==> config.mk <==
export PLATFORM = sky130hd
export DESIGN_NAME = c3dfx_tcm_capture_seq
export DESIGN_NICKNAME = d
export VERILOG_FILES = /design/src/rtl/c3dfx_tcm_capture_seq.sv
export SDC_FILE = /design/constraint.sdc
export NUM_CORES = 1
export LEC_CHECK = 0
export ABC_AREA = 1
export ABC_CLOCK_PERIOD_IN_PS = 1380
export BUFFER_PORTS_ARGS = -buffer_cell sky130_fd_sc_hd__buf_2
export CORE_MARGIN = 5
export CORE_UTILIZATION = 50
export DETAILED_ROUTE_END_ITERATION = 8
export PLACE_DENSITY = 0.74
export SLEW_MARGIN = 5
export SYNTH_ARGS = -nofsm -noshare
export SYNTH_HDL_FRONTEND = slang
export SYNTH_SLANG_ARGS = --single-unit
export TNS_END_PERCENT = 20
==> constraint.sdc <==
create_clock -name i_clk -period 1.38 [get_ports i_clk]
set_input_delay 0.276 -clock i_clk [delete_from_list [all_inputs] [get_ports i_clk]]
set_output_delay 0.276 -clock i_clk [all_outputs]
set_load 0.01 [all_outputs]
==> src/rtl/c3dfx_tcm_capture_seq.sv <==
// At-speed capture pulse sequencer feeding the test clock macro's functional clock enable.
// Scan mode: burst of launch/capture enables after scan-enable falls. Functional mode: registered pass-through.
module c3dfx_tcm_capture_seq #(
  parameter int unsigned SYNC_STAGES = 2,
  parameter int unsigned CNT_W       = 3,
  parameter int unsigned GAP_W       = 3,
  parameter int unsigned WAIT_W      = 4
) (
  input  logic              i_clk,
  input  logic              i_rst_n,
  input  logic              i_scan_mode,
  input  logic              i_scan_enable,
  input  logic              i_func_clken,
  input  logic [CNT_W-1:0]  i_num_pulse,
  input  logic [GAP_W-1:0]  i_pulse_gap,
  input  logic [WAIT_W-1:0] i_wait_cyc,
  output logic              o_clken,
  output logic              o_busy,
  output logic              o_done,
  output logic              o_abort
);

  localparam int unsigned TMR_W = (WAIT_W > GAP_W) ? WAIT_W : GAP_W;

  localparam logic [2:0] S_IDLE  = 3'd0;
  localparam logic [2:0] S_WAIT  = 3'd1;
  localparam logic [2:0] S_PULSE = 3'd2;
  localparam logic [2:0] S_GAP   = 3'd3;
  localparam logic [2:0] S_DONE  = 3'd4;

  logic [SYNC_STAGES-1:0] se_sync;
  logic                   se_s;
  logic                   se_d;
  logic                   se_fall;
  logic                   se_rise;

  logic [2:0]       state,     state_n;
  logic [CNT_W-1:0] pulse_cnt, pulse_cnt_n;
  logic [TMR_W-1:0] tmr,       tmr_n;
  logic [CNT_W-1:0] num_q,     num_n;
  logic [GAP_W-1:0] gap_q,     gap_n;
  logic             clken_n;
  logic             abort_n;

  // Scan-enable synchroniser; resets to shift state so no spurious fall after reset
  always_ff @(posedge i_clk or negedge i_rst_n) begin
    if (!i_rst_n) begin
      se_sync <= '1;
      se_d    <= 1'b1;
    end else begin
      se_sync <= {se_sync[SYNC_STAGES-2:0], i_scan_enable};
      se_d    <= se_sync[SYNC_STAGES-1];
    end
  end

  assign se_s    = se_sync[SYNC_STAGES-1];
  assign se_fall = se_d & ~se_s;
  assign se_rise = ~se_d & se_s;

  always_ff @(posedge i_clk or negedge i_rst_n) begin
    if (!i_rst_n) begin
      state     <= S_IDLE;
      pulse_cnt <= '0;
      tmr       <= '0;
      num_q     <= '0;
      gap_q     <= '0;
      o_clken   <= 1'b0;
      o_abort   <= 1'b0;
    end else begin
      state     <= state_n;
      pulse_cnt <= pulse_cnt_n;
      tmr       <= tmr_n;
      num_q     <= num_n;
      gap_q     <= gap_n;
      o_clken   <= clken_n;
      o_abort   <= abort_n;
    end
  end

  always_comb begin
    state_n     = state;
    pulse_cnt_n = pulse_cnt;
    tmr_n       = tmr;
    num_n       = num_q;
    gap_n       = gap_q;
    clken_n     = 1'b0;
    abort_n     = 1'b0;

    if (!i_scan_mode) begin
      state_n     = S_IDLE;
      pulse_cnt_n = '0;
      tmr_n       = '0;
      clken_n     = i_func_clken;
    end else begin
      case (state)
        S_IDLE: begin
          if (se_fall) begin
            num_n       = (i_num_pulse == '0) ? CNT_W'(1) : i_num_pulse;
            gap_n       = i_pulse_gap;
            pulse_cnt_n = '0;
            if (i_wait_cyc != '0) begin
              state_n = S_WAIT;
              tmr_n   = TMR_W'(i_wait_cyc);
            end else begin
              state_n = S_PULSE;
            end
          end
        end
        S_WAIT, S_GAP: begin
          if (se_rise) begin
            state_n     = S_IDLE;
            abort_n     = 1'b1;
            pulse_cnt_n = '0;
            tmr_n       = '0;
          end else if (tmr == TMR_W'(1)) begin
            state_n = S_PULSE;
            tmr_n   = '0;
          end else begin
            tmr_n = tmr - TMR_W'(1);
          end
        end
        S_PULSE: begin
          if (se_rise) begin
            state_n     = S_IDLE;
            abort_n     = 1'b1;
            pulse_cnt_n = '0;
            tmr_n       = '0;
          end else begin
            pulse_cnt_n = pulse_cnt + CNT_W'(1);
            if (pulse_cnt_n == num_q) begin
              state_n = S_DONE;
            end else if (gap_q != '0) begin
              state_n = S_GAP;
              tmr_n   = TMR_W'(gap_q);
            end else begin
              state_n = S_PULSE;
            end
          end
        end
        S_DONE: begin
          if (se_rise) begin
            state_n     = S_IDLE;
            pulse_cnt_n = '0;
          end
        end
        default: begin
          state_n     = S_IDLE;
          pulse_cnt_n = '0;
          tmr_n       = '0;
        end
      endcase
      // Enable is high in exactly the cycles the FSM sits in PULSE
      clken_n = (state_n == S_PULSE);
    end
  end

  assign o_busy = (state == S_WAIT) || (state == S_PULSE) || (state == S_GAP);
  assign o_done = (state == S_DONE);

endmodule
==> out/metrics.yaml <==
finish:
  drive_gt1_share_pct: 35.3
  final_cell_mix: "nand2_1, inv_1, buf_2, dfrtp_1, nand3_1"
  antenna_cells: 0
  layout.cells.most_common: "nand2_1"
  final_nets: 234
  design_area_um2: 1670
  area_growth_pct: 27.7
place:
  gp_congestion: 0.904
  placed_area_um2: 1540
  hpwl_mm: 2.29
  port_buffers: 18
logic_synthesis:
  synth_area_per_cell_um2: 7.37
  syn_nets: 195
  synth_seq_cells: 21
  syn_area_um2: 1310
  yosysWarnings: 0
  synth_cell_types: 27
  seq_area_frac_synth_pct: 40.6
  syn_inst: 177
timing:
  report.final.hold_viol_count: 0
  setup_viol: 13
  min_period_over_period_pct: 114
  setup_ws_ns: -0.198
  fmax_mhz: 634
  worstMarginPinSlew_ns: 0.460
  finalClockSkew_ns: 0.00464
  relSlewSlack_pct: 69.3
  tns_ns: -1.32
  rsz0062_at_grt: "true"
  final_max_slew_viol_count: 0
  fin_crit_ns: 1.58
  hold_ws_ns: 0.0516
global_route:
  overflow: 0
  grt_pass1_vias: 1181
  antenna_found_initial: 0
  grt_max_degree: 22
  grt_usage_pct: 18.3
  grt_pass1_wl_mm: 5.03
power:
  p_sw_share_pct: 33.7
  vdd_ir_drop_max_mv: 0.773
  p_leak_uw: 0.000913
  internal_power_uw: 974
  pwr-share-clk_pct: 20.5
  switchingPower_uw: 495
  pwr-share-seq_pct: 50.0
  p_total_uw: 1470
  combPwrFrac_pct: 29.5
  powerDensity_nw_per_um2: 882
drt:
  dr.pass1.iters: 4
  routed_wl_mm: 3.12
  drc: 0
  wl_per_cell_um: 12.7
  drt.antenna.violating_nets: 0
  vias: 1309
  drtIter0Drc: 99
  vias_per_cell: 5.34
floorplanning:
  io_pins: 19
  coreArea_um2: 2480
  dieArea_um2: 3730
  initial_core_util_pct: 52.7
  dieWidth_um: 61.1
  die_y_um: 61.1
  num_rows: 18
worst_setup_path:
  critPathArrivalTime_ns: 1.79
  r2r_cells: 10
  critPathKind: "flop to flop"
  cp_max_fo: 5
  crit_required_ns: 1.59
  end_kind: "flop"
  start_kind: "flop"
cts:
  path_clk_slew_ns: 0.12
  clock_path_buffers: 2
  tritoncts: "done"
  insertion_delay_ns: 0.31
  cts_buffers: 3
  cts_sinks: 21
  root_buffer: "clkbuf_4"
  h-tree-depth: 1
status:
  status: "finished with violations"
  violations: "setup timing"
flow_run:
  maxCapViolCount: 0
hold_path:
  hold_class: "primary input to flop"
  min_path_cells: 1
[critical path, cell delays in order, from the launching register on]
cell and delay [ns]:
dfrtp_1 0.43, ha_4 0.30, inv_2 0.04, nand2_1 0.05, nand2_1 0.07, nor2_2 0.15
nand2_2 0.09, nand2_2 0.09, nand2_4 0.07, nand3_1 0.13, nand2_1 0.06
[Yosys cell counts, drive strengths merged]
library cell / n / share of area (%)
nand3b: 1 / 0.58
nand3: 16 / 6.1
ha: 3 / 2.9
nor2: 22 / 8.7
nand4: 3 / 1.4
dfrtp: 18 / 35
inv: 31 / 8.9
a21oi: 11 / 5.1
nor4: 1 / 0.48
a21boi: 1 / 0.58
o21ai: 4 / 1.5
o211ai: 1 / 0.58
nand2: 56 / 18
dfstp: 3 / 6.0
buf: 1 / 0.58
o21bai: 1 / 0.58
mux2: 1 / 1.2
nor3: 3 / 2.4
[sequential cells by signal, summed over array words and instances, names as in the netlist]
name / count
gap_q: 3
se_d: 1
num_q: 3
state: 3
pulse_cnt: 3
se_sync: 2
o_abort: 1
o_clken: 1
tmr: 4
[cells by family after synthesis]
kind of cell	synth area share [%]
AOI/OAI and AO/OA	8.34
adders and majority gates	2.88
buffers and inverters	9.49
DFF	40.6
muxes	1.15
and+or+nand+nor	37.6
[area by class of cell]
class / count / area [um2]
tap: 30 / 37.5
clock buffer: 3 / 22.5
sequential: 21 / 531
inverter: 31 / 116
timing repair buffer: 35 / 236
multi-input combinational: 124 / 718
fill: 208 / 811
clock inverter: 1 / 5.00
[path summary, 6_finish.rpt]
path	end	slack, ns	from
max reg2reg	tmr[2]$_DFFE_PN0P_	-0.20	pulse_cnt[0]$_DFFE_PN0P_
max in group asynchronous	se_sync[0]$_DFF_PN1_	0.60	i_rst_n
min	se_sync[0]$_DFF_PN1_	0.05	i_scan_enable
min in group asynchronous	num_q[2]$_DFFE_PN0P_	0.43	i_rst_n
min reg2reg	se_sync[1]$_DFF_PN1_	0.36	se_sync[0]$_DFF_PN1_
max	tmr[2]$_DFFE_PN0P_	-0.20	pulse_cnt[0]$_DFFE_PN0P_
[through the flow]
stage	setup WS, ns	util (%)	std cells
CTS	-0.159	65.5	245
detailed placement	-0.150	62.0	237
global placement	-0.0643	62.0	237
finish	-0.198	67.3	245
global route	-0.285	67.3	245
floorplan	-0.00295	-	177
[metal layers]
layer	vias to the layer above	global-route usage [%]	share of wire (%)
li1	635	-	-
met1	608	22.1	38
met2	59	32.5	52
met3	7	2.10	8.0
met4	0	8.05	2.1
met5	-	0	0
[timing repair]
action | CTS | global route
setup buffers | 3 | 0
pin swaps | 5 | 12
hold buffers | 1 | 0
setup endpoints to repair | 13 | 19
gates cloned | 0 | 0
resized for setup | 5 | 14
hold endpoints to repair | 18 | 0
[power groups by stage]
stage | Combinational, uW | Clock [uW] | Sequential, uW
floorplan | 257 | 0 | 730
global placement | 370 | 0 | 741
detailed placement | 385 | 0 | 742
CTS | 406 | 310 | 731
global route | 485 | 337 | 742
finish | 434 | 301 | 735
Note: power is estimated with default switching activity, not from simulation.
